$ cat config.mk
export PLATFORM = sky130hd
export DESIGN_NAME = datapath_controller_flat
export DESIGN_NICKNAME = d
export VERILOG_FILES = /design/src/rtl/datapath_controller_pkg.sv /design/src/rtl/datapath_controller_if.sv /design/src/rtl/datapath_controller_decode.sv /design/src/rtl/datapath_controller.sv /design/src/flat_wrapper.sv
export SDC_FILE = /design/constraint.sdc
export NUM_CORES = 1
export LEC_CHECK = 0
export CAP_MARGIN = 20
export CORE_MARGIN = 2
export CORE_UTILIZATION = 50
export DETAILED_ROUTE_END_ITERATION = 10
export PLACE_DENSITY = 0.86
export SLEW_MARGIN = 10
export SYNTH_ARGS = -nofsm -noshare
export SYNTH_HDL_FRONTEND = slang
export SYNTH_SLANG_ARGS = --single-unit
$ cat constraint.sdc
create_clock -name clk -period 8.11 [get_ports clk]
set_clock_uncertainty 0.1 [all_clocks]
set_input_delay 1.2165 -clock clk [delete_from_list [all_inputs] [get_ports clk]]
set_output_delay 1.2165 -clock clk [all_outputs]
set_load 0.1 [all_outputs]
$ cat src/rtl/datapath_controller_pkg.sv
// Shared definitions for the datapath controller: opcodes, FSM states,
// instruction field positions and the immediate extender.
package datapath_ctrl_pkg;

    localparam logic [3:0] OP_NOP   = 4'h0;
    localparam logic [3:0] OP_ADD   = 4'h1;
    localparam logic [3:0] OP_ADDI  = 4'h2;
    localparam logic [3:0] OP_LOAD  = 4'h3;
    localparam logic [3:0] OP_STORE = 4'h4;
    localparam logic [3:0] OP_HALT  = 4'hF;

    localparam int OPC_MSB = 15;
    localparam int OPC_LSB = 12;
    localparam int RD_MSB  = 11;
    localparam int RD_LSB  = 10;
    localparam int RA_MSB  = 9;
    localparam int RA_LSB  = 8;
    localparam int RB_MSB  = 7;
    localparam int RB_LSB  = 6;
    localparam int IMM_MSB = 5;
    localparam int IMM_LSB = 0;

    typedef enum logic [1:0] {
        S_FETCH    = 2'd0,
        S_EXEC     = 2'd1,
        S_MEM_WAIT = 2'd2,
        S_HALT     = 2'd3
    } state_e;

    typedef struct packed {
        logic legal;
        logic wr_reg;
        logic use_imm;
        logic is_load;
        logic is_store;
        logic is_halt;
    } dec_t;

    function automatic logic [31:0] ext_imm(input logic [5:0] imm, input bit sign_ext);
        return sign_ext ? {{26{imm[5]}}, imm} : {26'b0, imm};
    endfunction

endpackage

$ cat src/rtl/datapath_controller_if.sv
// Instruction handshake and data-memory handshake between the controller
// (slave) and its environment (master).
interface datapath_controller_if;
    logic [15:0] instr;
    logic        instr_valid;
    logic        instr_ready;
    logic        mem_ready;
    logic        mem_read;
    logic        mem_write;

    modport master (
        output instr, instr_valid, mem_ready,
        input  instr_ready, mem_read, mem_write
    );

    modport slave (
        input  instr, instr_valid, mem_ready,
        output instr_ready, mem_read, mem_write
    );
endinterface

$ cat src/rtl/datapath_controller_decode.sv
// Opcode decoder: maps the latched opcode to control classes and a legal flag.
module datapath_ctrl_decode
    import datapath_ctrl_pkg::*;
(
    input  logic [3:0] opcode,
    output dec_t       dec
);

    always_comb begin
        dec = '0;
        dec.legal = 1'b1;
        case (opcode)
            OP_NOP:   ;
            OP_ADD:   dec.wr_reg = 1'b1;
            OP_ADDI: begin
                dec.wr_reg  = 1'b1;
                dec.use_imm = 1'b1;
            end
            OP_LOAD:  dec.is_load  = 1'b1;
            OP_STORE: dec.is_store = 1'b1;
            OP_HALT:  dec.is_halt  = 1'b1;
            default:  dec.legal    = 1'b0;
        endcase
    end

endmodule

$ cat src/rtl/datapath_controller.sv
// Instruction sequencer driving the register-file datapath control word.
//   state      | meaning
//   S_FETCH    | instr_ready high (once out of reset), latch instr on handshake
//   S_EXEC     | one cycle: drive control word, retire or start memory access
//   S_MEM_WAIT | hold memory request until mem_ready or timeout
//   S_HALT     | halted, only reset leaves
module datapath_controller
    import datapath_ctrl_pkg::*;
#(
    parameter bit IMM_SIGN_EXT = 1'b1,
    parameter int MEM_TIMEOUT  = 15
) (
    input  logic                  clk,
    input  logic                  reset,
    datapath_controller_if.slave  bus,
    output logic                  load_enable,
    output logic [1:0]            dest_select,
    output logic [1:0]            A_select,
    output logic [1:0]            B_select,
    output logic                  mb_select,
    output logic                  md_select,
    output logic [31:0]           constant_in,
    output logic                  halted,
    output logic                  illegal_op,
    output logic                  mem_error,
    output logic [15:0]           retired_count
);

    localparam logic [7:0] TMO_LOAD = 8'(MEM_TIMEOUT - 1);

    state_e      state_q, state_d;
    logic [15:0] ir_q;
    logic [7:0]  timer_q, timer_d;
    logic        run_q;
    logic        mem_error_q, mem_error_d;
    logic        retire;
    logic        accept;
    dec_t        dec;

    logic [1:0] rd, ra, rb;
    assign rd = ir_q[RD_MSB:RD_LSB];
    assign ra = ir_q[RA_MSB:RA_LSB];
    assign rb = ir_q[RB_MSB:RB_LSB];

    datapath_ctrl_decode u_decode (
        .opcode (ir_q[OPC_MSB:OPC_LSB]),
        .dec    (dec)
    );

    // run_q keeps instr_ready low during the reset cycles themselves
    assign accept = (state_q == S_FETCH) && run_q && bus.instr_valid;

    always_ff @(posedge clk) begin
        if (!reset) begin
            state_q       <= S_FETCH;
            ir_q          <= '0;
            timer_q       <= '0;
            run_q         <= 1'b0;
            mem_error_q   <= 1'b0;
            retired_count <= '0;
        end else begin
            state_q     <= state_d;
            timer_q     <= timer_d;
            run_q       <= 1'b1;
            mem_error_q <= mem_error_d;
            if (accept)
                ir_q <= bus.instr;
            if (retire)
                retired_count <= retired_count + 16'd1;
        end
    end

    assign mem_error = mem_error_q;

    always_comb begin
        state_d         = state_q;
        timer_d         = timer_q;
        mem_error_d     = 1'b0;
        retire          = 1'b0;
        bus.instr_ready = 1'b0;
        bus.mem_read    = 1'b0;
        bus.mem_write   = 1'b0;
        load_enable     = 1'b0;
        dest_select     = 2'd0;
        A_select        = 2'd0;
        B_select        = 2'd0;
        mb_select       = 1'b0;
        md_select       = 1'b0;
        constant_in     = 32'd0;
        halted          = 1'b0;
        illegal_op      = 1'b0;

        case (state_q)
            S_FETCH: begin
                bus.instr_ready = run_q;
                if (accept)
                    state_d = S_EXEC;
            end
            S_EXEC: begin
                state_d = S_FETCH;
                if (!dec.legal) begin
                    illegal_op = 1'b1;
                end else if (dec.is_load || dec.is_store) begin
                    A_select      = ra;
                    B_select      = dec.is_store ? rb : 2'd0;
                    bus.mem_read  = dec.is_load;
                    bus.mem_write = dec.is_store;
                    timer_d       = TMO_LOAD;
                    state_d       = S_MEM_WAIT;
                end else begin
                    retire = 1'b1;
                    if (dec.wr_reg) begin
                        A_select    = ra;
                        B_select    = rb;
                        dest_select = rd;
                        mb_select   = dec.use_imm;
                        load_enable = 1'b1;
                        if (dec.use_imm)
                            constant_in = ext_imm(ir_q[IMM_MSB:IMM_LSB], IMM_SIGN_EXT);
                    end
                    if (dec.is_halt)
                        state_d = S_HALT;
                end
            end
            S_MEM_WAIT: begin
                A_select      = ra;
                B_select      = dec.is_store ? rb : 2'd0;
                bus.mem_read  = dec.is_load;
                bus.mem_write = dec.is_store;
                if (bus.mem_ready) begin
                    retire  = 1'b1;
                    state_d = S_FETCH;
                    if (dec.is_load) begin
                        load_enable = 1'b1;
                        md_select   = 1'b1;
                        dest_select = rd;
                    end
                end else if (timer_q == 8'd0) begin
                    mem_error_d = 1'b1;
                    state_d     = S_FETCH;
                end else begin
                    timer_d = timer_q - 8'd1;
                end
            end
            S_HALT: halted = 1'b1;
            default: state_d = S_FETCH;
        endcase
    end

endmodule
$ cat src/flat_wrapper.sv
// flat-port wrapper written by rule: the top's interface ports become plain ports
module datapath_controller_flat import datapath_ctrl_pkg::*;
#(
    parameter bit IMM_SIGN_EXT = 1'b1,
    parameter int MEM_TIMEOUT  = 15
)
  (clk, reset, load_enable, dest_select, A_select, B_select, mb_select, md_select, constant_in, halted, illegal_op, mem_error, retired_count, bus_instr, bus_instr_valid, bus_mem_ready, bus_instr_ready, bus_mem_read, bus_mem_write);
  datapath_controller_if bus_i ();
  input  logic clk;
  input  logic reset;
  output logic load_enable;
  output logic [1:0] dest_select;
  output logic [1:0] A_select;
  output logic [1:0] B_select;
  output logic mb_select;
  output logic md_select;
  output logic [31:0] constant_in;
  output logic halted;
  output logic illegal_op;
  output logic mem_error;
  output logic [15:0] retired_count;
  input wire logic [$bits(bus_i.instr)-1:0] bus_instr;
  input wire logic [$bits(bus_i.instr_valid)-1:0] bus_instr_valid;
  input wire logic [$bits(bus_i.mem_ready)-1:0] bus_mem_ready;
  output wire logic [$bits(bus_i.instr_ready)-1:0] bus_instr_ready;
  output wire logic [$bits(bus_i.mem_read)-1:0] bus_mem_read;
  output wire logic [$bits(bus_i.mem_write)-1:0] bus_mem_write;
  assign bus_i.instr = bus_instr;
  assign bus_i.instr_valid = bus_instr_valid;
  assign bus_i.mem_ready = bus_mem_ready;
  assign bus_instr_ready = bus_i.instr_ready;
  assign bus_mem_read = bus_i.mem_read;
  assign bus_mem_write = bus_i.mem_write;
  datapath_controller #(.IMM_SIGN_EXT(IMM_SIGN_EXT), .MEM_TIMEOUT(MEM_TIMEOUT)) u_core (.clk(clk), .reset(reset), .bus(bus_i), .load_enable(load_enable), .dest_select(dest_select), .A_select(A_select), .B_select(B_select), .mb_select(mb_select), .md_select(md_select), .constant_in(constant_in), .halted(halted), .illegal_op(illegal_op), .mem_error(mem_error), .retired_count(retired_count));
endmodule
==> results_dict.tcl <==
set metrics [dict create \
    shortest_period_the_worst_path_allows_ns 5.03 \
    synth-seq-cells 44 \
    critPathRequiredTime_ns 6.79 \
    synth.area.top_cells "sky130_fd_sc_hd__dfxtp_1, sky130_fd_sc_hd__nand2_1, sky130_fd_sc_hd__buf_4" \
    fin_hold_ws_ns 0.353 \
    regArea_sq_um 881 \
    postSynth.asyncResetShare_pct 0 \
    report.final.hold_viol_count 0 \
    synth_enable_flop_cells 0 \
    wire_per_inst_um 13.2 \
    power-per-cell-area_nw_per_um2 130 \
    cts-resized-gates 0 \
    drive_gt1_share_pct 2.99 \
    clock_sink_count 44 \
    preCtsSetupSlack_ns 3.08 \
    detail_route.iter0.violations 142 \
    grt_pass1_vias 2099 \
    cp_data_arrival_time_ns 3.72 \
    maxSlewHeadroom_pct 33.0 \
    rows 25 \
    ys.flop_type "sky130_fd_sc_hd__dfxtp_1" \
    synth.avg_cell_area_sq_um 7.86 \
    path_class "in2out" \
    initial_util_pct 52.2 \
    synth.yosys.warnings 0 \
    ctsHoldBuffers 0 \
    cts_inserted_buffers 5 \
    netlist.area_leader.share_pct 35.2 \
    hold-path-endpoint "u_core.ir_q[8]" \
    grt_antenna_before_repair 0 \
    setup.reg_to_reg.worst_slack_ns 5.40 \
    yosys.cell_types.count 44 \
    synthMostInstantiatedCell "sky130_fd_sc_hd__nand2_1" \
    postCtsSetupRepairBufs 0 \
    num-nets-final 393 \
    die_w_um 74.7 \
    min_period_over_period_pct 62.1 \
    grt_max_degree 35 \
    outcome "finished, final reports clean" \
    mappedNetlistArea_sq_um 2500 \
    detailed_place_hpwl_um 4170 \
    multi_input_comb_area_sq_um 1290 \
    clock_tree.buffer_depth 2 \
    setup_total_negative_slack_ns 0 \
    max_slew.worst_pin.slew_ns 1.00 \
    grt_remaining_overflow 0 \
    setup_violations 0 \
    yosysTopAreaCell "sky130_fd_sc_hd__dfxtp_1" \
    dr_total_vias 2291 \
    r2r_start "u_core.state_q[0]" \
    antenna-diode-count 0 \
    max_cap_violations 0 \
    global_route_wire_length_before_repair_um 9390 \
    synthCells 318 \
    die_y_um 74.7 \
    timing.critical_path.to_type "output port" \
    worst-r2r-cell-count 6 \
    clockRootBuffer "sky130_fd_sc_hd__clkbuf_8" \
    cell_area_after_placement_sq_um 3140 \
    timing.critical_path.fanout_max 4 \
    detail-route-antenna-nets 0 \
    globalRouteTotalUtil_pct 21.6 \
    fin_ws_ns 3.08 \
    final_cell_area_sq_um 3230 \
    slew_violations 0 \
    cts_max_level 2 \
    clk_latency_ns 0.30 \
    area_growth_pct 29.1 \
    clk_pin_slew_worst_paths_ns 0.08 \
    post_synthesis_sequential_area_ratio_pct 35.2 \
    critical_path.reg2reg.endpoint "u_core.retired_count[14]" \
    synth.top_cells.by_count "sky130_fd_sc_hd__nand2_1, sky130_fd_sc_hd__dfxtp_1, sky130_fd_sc_hd__a21oi_1" \
    hp-class "reg2reg" \
    worstHoldPathCells 2 \
    postSynthNetCount 344 \
    place.port_buffers 82 \
    design.die.area_sq_um 5580 \
    cts_tree "yes" \
    vias_per_cell 5.27 \
    static-leakage-power_nw 1.12 \
    gp_routability_congestion 0.880 \
    num-fill-cells 427 \
    postRouteWirelength_um 5720 \
    core_region_sq_um 4790 \
    drtPass1Iterations 4 \
    ioPinCount 83 \
    hold_path_startpoint "u_core.ir_q[8]" \
    ir_drop_mv 0.102 \
    drc_errors 0 \
    cp-start-kind "input pin" \
    clock.fmax_ghz 0.199 \
    rsz_0062_raised_after_global_routing "false" \
]
[worst max-delay path, stage by stage]
cell,delay (ns)
sky130_fd_sc_hd__clkdlybuf4s50_1,0.56
sky130_fd_sc_hd__nand2_1,0.08
sky130_fd_sc_hd__nor4_1,0.38
sky130_fd_sc_hd__o21ai_0,0.15
sky130_fd_sc_hd__inv_1,0.09
sky130_fd_sc_hd__and2_1,0.12
sky130_fd_sc_hd__clkdlybuf4s50_1,1.12
[area by class of cell]
type | count | share of cell area [%]
inverters | 14 | 1.63
flip-flops and latches | 44 | 27.3
clock buffers | 8 | 2.79
multi-input cells | 219 | 40.0
repair buffers | 83 | 25.7
well taps | 67 | 2.60
[state kept, by name, indices dropped and copies added (netlist names)]
name,count
u_core.mem_error,1
u_core.ir_q,16
u_core.run_q,1
u_core.timer_q,8
u_core.state_q,2
u_core.retired_count,16
[worst max path at each step]
stage                           start         endpoint  slack (ns)  cells after the start
CTS                     bus_mem_ready   dest_select[1]        3.06                      7
global route        u_core.state_q[1]  constant_in[20]        2.90                      7
global placement        bus_mem_ready   dest_select[1]        3.08                      7
finish                  bus_mem_ready   dest_select[1]        3.08                      7
detailed placement      bus_mem_ready   dest_select[1]        3.08                      7
floorplan           u_core.state_q[1]  constant_in[10]        0.57                      7
[cell families (layout without fill, tap and decap cells)]
| family | Yosys count | in the layout | share of synthesized area (%) |
|---|---|---|---|
| DFF | 44 | 44 | 35.2 |
| muxes | 4 | 4 | 1.60 |
| and+or+nand+nor | 136 | 136 | 27.4 |
| adders and majority gates | 6 | 6 | 3.00 |
| AOI/OAI and AO/OA | 63 | 63 | 16.1 |
| buffers and inverters | 55 | 105 | 13.1 |
| xor gates and xnor gates | 10 | 10 | 3.50 |
[per-layer routing]
layer	wire [um]	global-route usage (%)
met5	0	0
met4	70	9.13
met3	309	3.21
met2	2800	38.6
met1	2550	25.9
[stage by stage]
| step | std cells | power (mW) | utilization (%) |
|---|---|---|---|
| after floorplan | 318 | 0.265 | - |
| final | 435 | 0.419 | 67.4 |
| after detailed placement | 427 | 0.282 | 65.5 |
| after global routing | 435 | 0.436 | 67.4 |
| after global placement | 427 | 0.280 | 65.5 |
| after CTS | 435 | 0.423 | 67.4 |
[power breakdown]
group / switching, mW / internal, mW
Sequential: 0.00548 / 0.221
Combinational: 0.0302 / 0.0200
Clock: 0.0726 / 0.0695
Total: 0.108 / 0.311
[layout by cell type, fill, tap and decap left out, types with 2 or more instances in the layout]
cell type and count:
sky130_fd_sc_hd__dfxtp_1 44, sky130_fd_sc_hd__a311oi_1 2, sky130_fd_sc_hd__o211ai_1 3, sky130_fd_sc_hd__nand4_1 6, sky130_fd_sc_hd__mux2i_1 4, sky130_fd_sc_hd__o311ai_0 4, sky130_fd_sc_hd__xnor2_1 9, sky130_fd_sc_hd__a211o_1 2
sky130_fd_sc_hd__nor3b_1 2, sky130_fd_sc_hd__a211oi_1 3, sky130_fd_sc_hd__nor4_1 4, sky130_fd_sc_hd__nand3b_1 3, sky130_fd_sc_hd__and2_1 14, sky130_fd_sc_hd__o21a_1 2, sky130_fd_sc_hd__ha_1 6, sky130_fd_sc_hd__a21o_1 2
sky130_fd_sc_hd__o21ai_0 6, sky130_fd_sc_hd__nor3_1 8, sky130_fd_sc_hd__clkbuf_8 6, sky130_fd_sc_hd__and3_1 3, sky130_fd_sc_hd__nand2_1 53, sky130_fd_sc_hd__nor2_1 19, sky130_fd_sc_hd__clkdlybuf4s50_1 82, sky130_fd_sc_hd__a21oi_1 32
sky130_fd_sc_hd__nand2b_1 9, sky130_fd_sc_hd__o41ai_1 3, sky130_fd_sc_hd__and4_1 2, sky130_fd_sc_hd__clkbuf_1 2, sky130_fd_sc_hd__nand3_1 6, sky130_fd_sc_hd__inv_1 13
(Power assumes the default switching activity.)
